### src/rtl/pixel_frame_receiver.sv
// Receives a non-stallable pixel stream, tags frame position (sof/eol/eof), buffers tagged
// pixels in a small FIFO and hands them downstream over valid/ready.
module pixel_frame_receiver #(
    parameter int unsigned PIXEL_ARRAY_WIDTH  = 3,
    parameter int unsigned PIXEL_ARRAY_HEIGHT = 3,
    parameter int unsigned DATA_WIDTH         = 8,
    parameter int unsigned FIFO_DEPTH         = 4
) (
    input  logic                  clk,
    input  logic                  reset,
    input  logic                  in_valid,
    input  logic                  in_sof,
    input  logic [DATA_WIDTH-1:0] in_data,
    output logic                  out_valid,
    input  logic                  out_ready,
    output logic [DATA_WIDTH-1:0] out_data,
    output logic                  out_sof,
    output logic                  out_eol,
    output logic                  out_eof,
    output logic [15:0]           frame_count,
    output logic                  overflow,
    output logic                  frame_error,
    output logic                  busy
);

    localparam int unsigned PtrW   = $clog2(FIFO_DEPTH);
    localparam int unsigned CountW = PtrW + 1;
    localparam int unsigned ColW   = (PIXEL_ARRAY_WIDTH > 1) ? $clog2(PIXEL_ARRAY_WIDTH) : 1;
    localparam int unsigned RowW   = (PIXEL_ARRAY_HEIGHT > 1) ? $clog2(PIXEL_ARRAY_HEIGHT) : 1;
    localparam int unsigned EntryW = DATA_WIDTH + 3;

    typedef enum logic [1:0] {StIdle, StReceive, StDrop} state_e;

    state_e state_q, state_d;

    logic [EntryW-1:0] mem_q [FIFO_DEPTH];
    logic [PtrW-1:0]   wr_ptr_q, rd_ptr_q;
    logic [CountW-1:0] count_q;
    logic [ColW-1:0]   col_q, cur_col;
    logic [RowW-1:0]   row_q, cur_row;
    logic [15:0]       frame_count_q;
    logic              overflow_q, frame_error_q;

    logic pop, can_push, start, take, push, refuse, mid_sof;
    logic pix_eol, pix_eof;

    // Pixel decode: a start-of-frame always restarts at (0,0) regardless of state.
    always_comb begin
        pop      = (count_q != '0) && out_ready;
        can_push = (count_q != CountW'(FIFO_DEPTH)) || pop;
        start    = in_valid && in_sof;
        take     = start || (in_valid && (state_q == StReceive));
        mid_sof  = start && (state_q == StReceive);
        cur_col  = start ? '0 : col_q;
        cur_row  = start ? '0 : row_q;
        pix_eol  = (cur_col == ColW'(PIXEL_ARRAY_WIDTH - 1));
        pix_eof  = pix_eol && (cur_row == RowW'(PIXEL_ARRAY_HEIGHT - 1));
        push     = take && can_push;
        refuse   = take && !can_push;
    end

    always_ff @(posedge clk) begin
        if (!reset) begin
            state_q <= StIdle;
        end else begin
            state_q <= state_d;
        end
    end

    // Idle and drop both wait for a start pixel; take is only set by one in those states.
    always_comb begin
        state_d = state_q;
        if (refuse) begin
            state_d = StDrop;
        end else if (push) begin
            state_d = pix_eof ? StIdle : StReceive;
        end
    end

    always_comb begin
        out_valid   = (count_q != '0);
        {out_eof, out_eol, out_sof, out_data} = out_valid ? mem_q[rd_ptr_q] : '0;
        busy        = (state_q != StIdle) || out_valid;
        frame_count = frame_count_q;
        overflow    = overflow_q;
        frame_error = frame_error_q;
    end

    // Storage needs no reset: the head is masked until count_q says it is valid.
    always_ff @(posedge clk) begin
        if (push) begin
            mem_q[wr_ptr_q] <= {pix_eof, pix_eol, start, in_data};
        end
    end

    always_ff @(posedge clk) begin
        if (!reset) begin
            wr_ptr_q      <= '0;
            rd_ptr_q      <= '0;
            count_q       <= '0;
            col_q         <= '0;
            row_q         <= '0;
            frame_count_q <= '0;
            overflow_q    <= 1'b0;
            frame_error_q <= 1'b0;
        end else begin
            if (push) begin
                wr_ptr_q <= wr_ptr_q + PtrW'(1);
            end
            if (pop) begin
                rd_ptr_q <= rd_ptr_q + PtrW'(1);
            end
            if (push && !pop) begin
                count_q <= count_q + CountW'(1);
            end else if (!push && pop) begin
                count_q <= count_q - CountW'(1);
            end

            if (push) begin
                if (pix_eol) begin
                    col_q <= '0;
                    row_q <= pix_eof ? '0 : cur_row + RowW'(1);
                end else begin
                    col_q <= cur_col + ColW'(1);
                    row_q <= cur_row;
                end
            end else if (refuse) begin
                col_q <= '0;
                row_q <= '0;
            end

            if (push && pix_eof) begin
                frame_count_q <= frame_count_q + 16'd1;
            end
            if (refuse) begin
                overflow_q <= 1'b1;
            end
            if (mid_sof) begin
                frame_error_q <= 1'b1;
            end
        end
    end

endmodule

### config.mk
export PLATFORM = sky130hd
export DESIGN_NAME = pixel_frame_receiver
export DESIGN_NICKNAME = d
export VERILOG_FILES = /design/src/rtl/pixel_frame_receiver.sv
export SDC_FILE = /design/constraint.sdc
export NUM_CORES = 1
export LEC_CHECK = 0
export ABC_AREA = 1
export ABC_CLOCK_PERIOD_IN_PS = 6100
export CAP_MARGIN = 20
export CORE_UTILIZATION = 32
export DETAILED_ROUTE_END_ITERATION = 10
export PLACE_DENSITY = 0.61
export RECOVER_POWER = 100
export SYNTH_ARGS = -nofsm -noshare
export SYNTH_HDL_FRONTEND = slang
export SYNTH_SLANG_ARGS = --single-unit
### constraint.sdc
create_clock -name clk -period 6.1 [get_ports clk]
set_input_delay 0.61 -clock clk [delete_from_list [all_inputs] [get_ports clk]]
set_output_delay 0.61 -clock clk [all_outputs]
set_load 0.05 [all_outputs]
==> results.ini <==
[run_status]
outcome=finished, violations left
violations=capacitance limit, slew limit

[setup_path]
critical_path_class=primary input to flop
critPathSlowestCell=nor2_1
reg2reg_to=frame_count[8]$_SDFFE_PN0P_
cp.depth=9
worst_setup_path_end_kind=flop
start_kind=primary input
worstPathRequired_ns=6.32
cp_top_family=simple AND/OR/NAND/NOR gates
crit_end=frame_count[8]$_SDFFE_PN0P_
crit_chain=dlygate4sd3_1 > nand2_1 > nand3_1 > inv_1 > nand2_1 > nor2_1 > inv_1 > nand2_1 > a21oi_2
crit_top_cell=nand2_1
crit_arrival_ns=3.95
r2r_cells=7
critPathBufInv=3
crit_start=in_valid
r2r-start=state_q[0]$_SDFFE_PP0P_
max_stage_delay_ns=1.27
ff2ff_setup_slack_ns=2.98
crit_fanout=24

[yosys]
yosysUniqueCellTypes=30
ys_warn_count=0
synth_edf_count=44
netlist_area_mm2=0.00351
async_flop_share_pct=0
synth_top_area_cell=edfxtp_1
netlist_instances=386
syn_avg_cell_area_um2=9.10
syn-num-nets=406
synth_seq_cells=77
netlist_top_cells_area=edfxtp_1, dfxtp_1, nor2_1
synth_flop_cell=edfxtp_1
ys_seq_area_share_pct=56.4
synth_top_cell_area_share_pct=37.6

[placed_design]
port_buffers=43
dpl.hpwl_um=4820
gp_congestion=0.818
pre_cts_slack_ns=3.03
dpl_cell_area_mm2=0.00404

[grt]
grt_pass1_wl_um=12100
grt_pass1_vias=2507
grt_use_met3_pct=4.01
met1_usage_pct=16.7
met2_usage_pct=23.2
antenna_found_initial=0
grt_most_used_layer=met2
grt_usage_pct=13.7
grt_max_degree=25
grt-ovfl-total=0

[finish]
syn_to_final_growth_pct=18.0
design_area_mm2=0.00415
num_antenna_cells=0
drive_gt1_share_pct=6.45
layout.nets=450

[sta]
slew_violations=25
relSlewSlack_pct=-13.6
rsz0062_at_grt=false
fin_crit_sh_pct=61.2
tightest_slew_ns=1.70
hold_violations=0
skew_ns=0.00906
setup_ws_ns=2.37
post-route-min-period_ns=3.73
setup_viol=0
fin_tns_setup_ns=0
max_freq_mhz=268

[detailed_routing]
drt_wl_total_um=7180
viasPerCell=4.66
drt-wirelength-per-cell_um=12.6
ant_nets=0
drc=0
drt_iter0_drc=148
vias=2658
first_pass_iters=4

[flow_run]
max-cap-violations=1

[clock_tree]
clkSlewWorstSetupHoldPaths_ns=0.08
post_cts_resized=0
cts_sinks=77
cts_buffers=9
h-tree-depth=3
clock_path_buffers=2
cts_hold_buf=0
insertion_delay_ns=0.35
post_cts.repair.setup_buffers=0
cts_tree=built
cts-root-buf=clkbuf_8

[power_and_ir_drop]
power_w=0.00146
power_density_mw_per_mm2=351
peakVddDrop_mv=0.296
leakage_nw=1.53

[die]
start_util_pct=33.6
rows=37
core_area_mm2=0.0105
pin_count=44
fp.dieH_um=107
die_area_mm2=0.0114
die_x_um=107

[worst_hold_path]
hold_class=flop to flop

==> placed cells by master, fill, tap and decap left out, types with 2 or more instances in the layout <==
cell type	Yosys	final
clkbuf_1	6	2
a21oi_2	7	3
nand2_2	6	5
ha_1	6	6
inv_1	37	40
clkinv_2	0	3
edfxtp_1	44	44
o21ai_0	30	30
nand4_1	7	7
nor2_1	71	73
clkdlybuf4s50_1	0	2
dlygate4sd3_1	0	41
dfxtp_1	33	33
nand2_1	59	63
clkbuf_8	0	9
a21oi_1	32	36
nor2_2	4	3
nand3_1	16	17
and3_1	2	2
xor2_1	4	4
==> per-stage QoR <==
stage | utilization [%] | hold WS (ns) | instances
floorplan | - | 0.436 | 386
global placement | 38.6 | 0.450 | 553
detailed placement | 38.6 | 0.459 | 553
CTS | 40.2 | 0.472 | 568
global route | 39.6 | 0.494 | 570
finish | 39.6 | 0.463 | 570
==> layout make-up <==
class | instances | area, um2
clock buffer | 9 | 124
clock inverter | 6 | 40.0
fill | 1086 | 6320
inverter | 40 | 150
multi-input combinational | 257 | 1240
sequential | 77 | 1980
tap | 136 | 170
timing repair buffer | 45 | 438
==> worst min path at each step <==
stage	start	end	slack, ns	cells past startpoint
finish	overflow$_SDFFE_PN0P_	overflow$_SDFFE_PN0P_	0.46	2
global route	overflow$_SDFFE_PN0P_	overflow$_SDFFE_PN0P_	0.49	2
CTS	overflow$_SDFFE_PN0P_	overflow$_SDFFE_PN0P_	0.47	2
detailed placement	overflow$_SDFFE_PN0P_	overflow$_SDFFE_PN0P_	0.46	2
global placement	overflow$_SDFFE_PN0P_	overflow$_SDFFE_PN0P_	0.45	2
floorplan	rd_ptr_q[1]$_SDFFE_PN0P_	flop	0.44	2
==> state kept, by name (all words and copies together) (netlist names), named ones only <==
register	flops
mem_q	44
frame_count	16
count_q	3
col_q	2
rd_ptr_q	2
row_q	2
state_q	2
wr_ptr_q	2
frame_error	1
overflow	1
==> per-layer routing <==
metal  vias up  part of all wire [%]
li1       1360                     -
met4         0                   1.3
met2        69                    49
met5         -                     0
met3         9                   4.7
met1      1220                    45
==> tightest hold or removal path, stage by stage, from the launching register on <==
cell	delay (ns)
dfxtp_1	0.32
inv_1	0.05
a21oi_1	0.05
==> synth_stat cells (2+ instances only) <==
| library cell | n |
|---|---|
| inv_2 | 3 |
| nor2_2 | 4 |
| nand3_2 | 2 |
| a21oi_2 | 7 |
| nand3_1 | 16 |
| nand2_4 | 3 |
| dfxtp_1 | 33 |
| a21oi_1 | 32 |
| nor2_1 | 71 |
| inv_1 | 37 |
| clkbuf_1 | 6 |
| o21ai_0 | 30 |
| edfxtp_1 | 44 |
| nand4_1 | 7 |
| ha_1 | 6 |
| nand2_1 | 59 |
| buf_2 | 3 |
| and3_1 | 2 |
| xor2_1 | 4 |
| nand2_2 | 6 |
| buf_6 | 2 |
==> logic make-up after synthesis <==
logic type / count (synthesis) / synth area share [%]
AND/OR/NAND/NOR: 173 / 22.1
AO/OA/AOI/OAI: 72 / 11.1
flip-flops: 77 / 56.4
adder cells (fa/ha/maj): 7 / 2.71
buffers and inverters: 52 / 6.41
XOR/XNOR: 5 / 1.25
==> power by group <==
part / switching [W] / internal [W] / total (W)
registers: 0.0000343 / 0.000586 / 0.000620
logic: 0.000366 / 0.000141 / 0.000507
clock network: 0.000184 / 0.000145 / 0.000329
(Power assumes the default switching activity.)
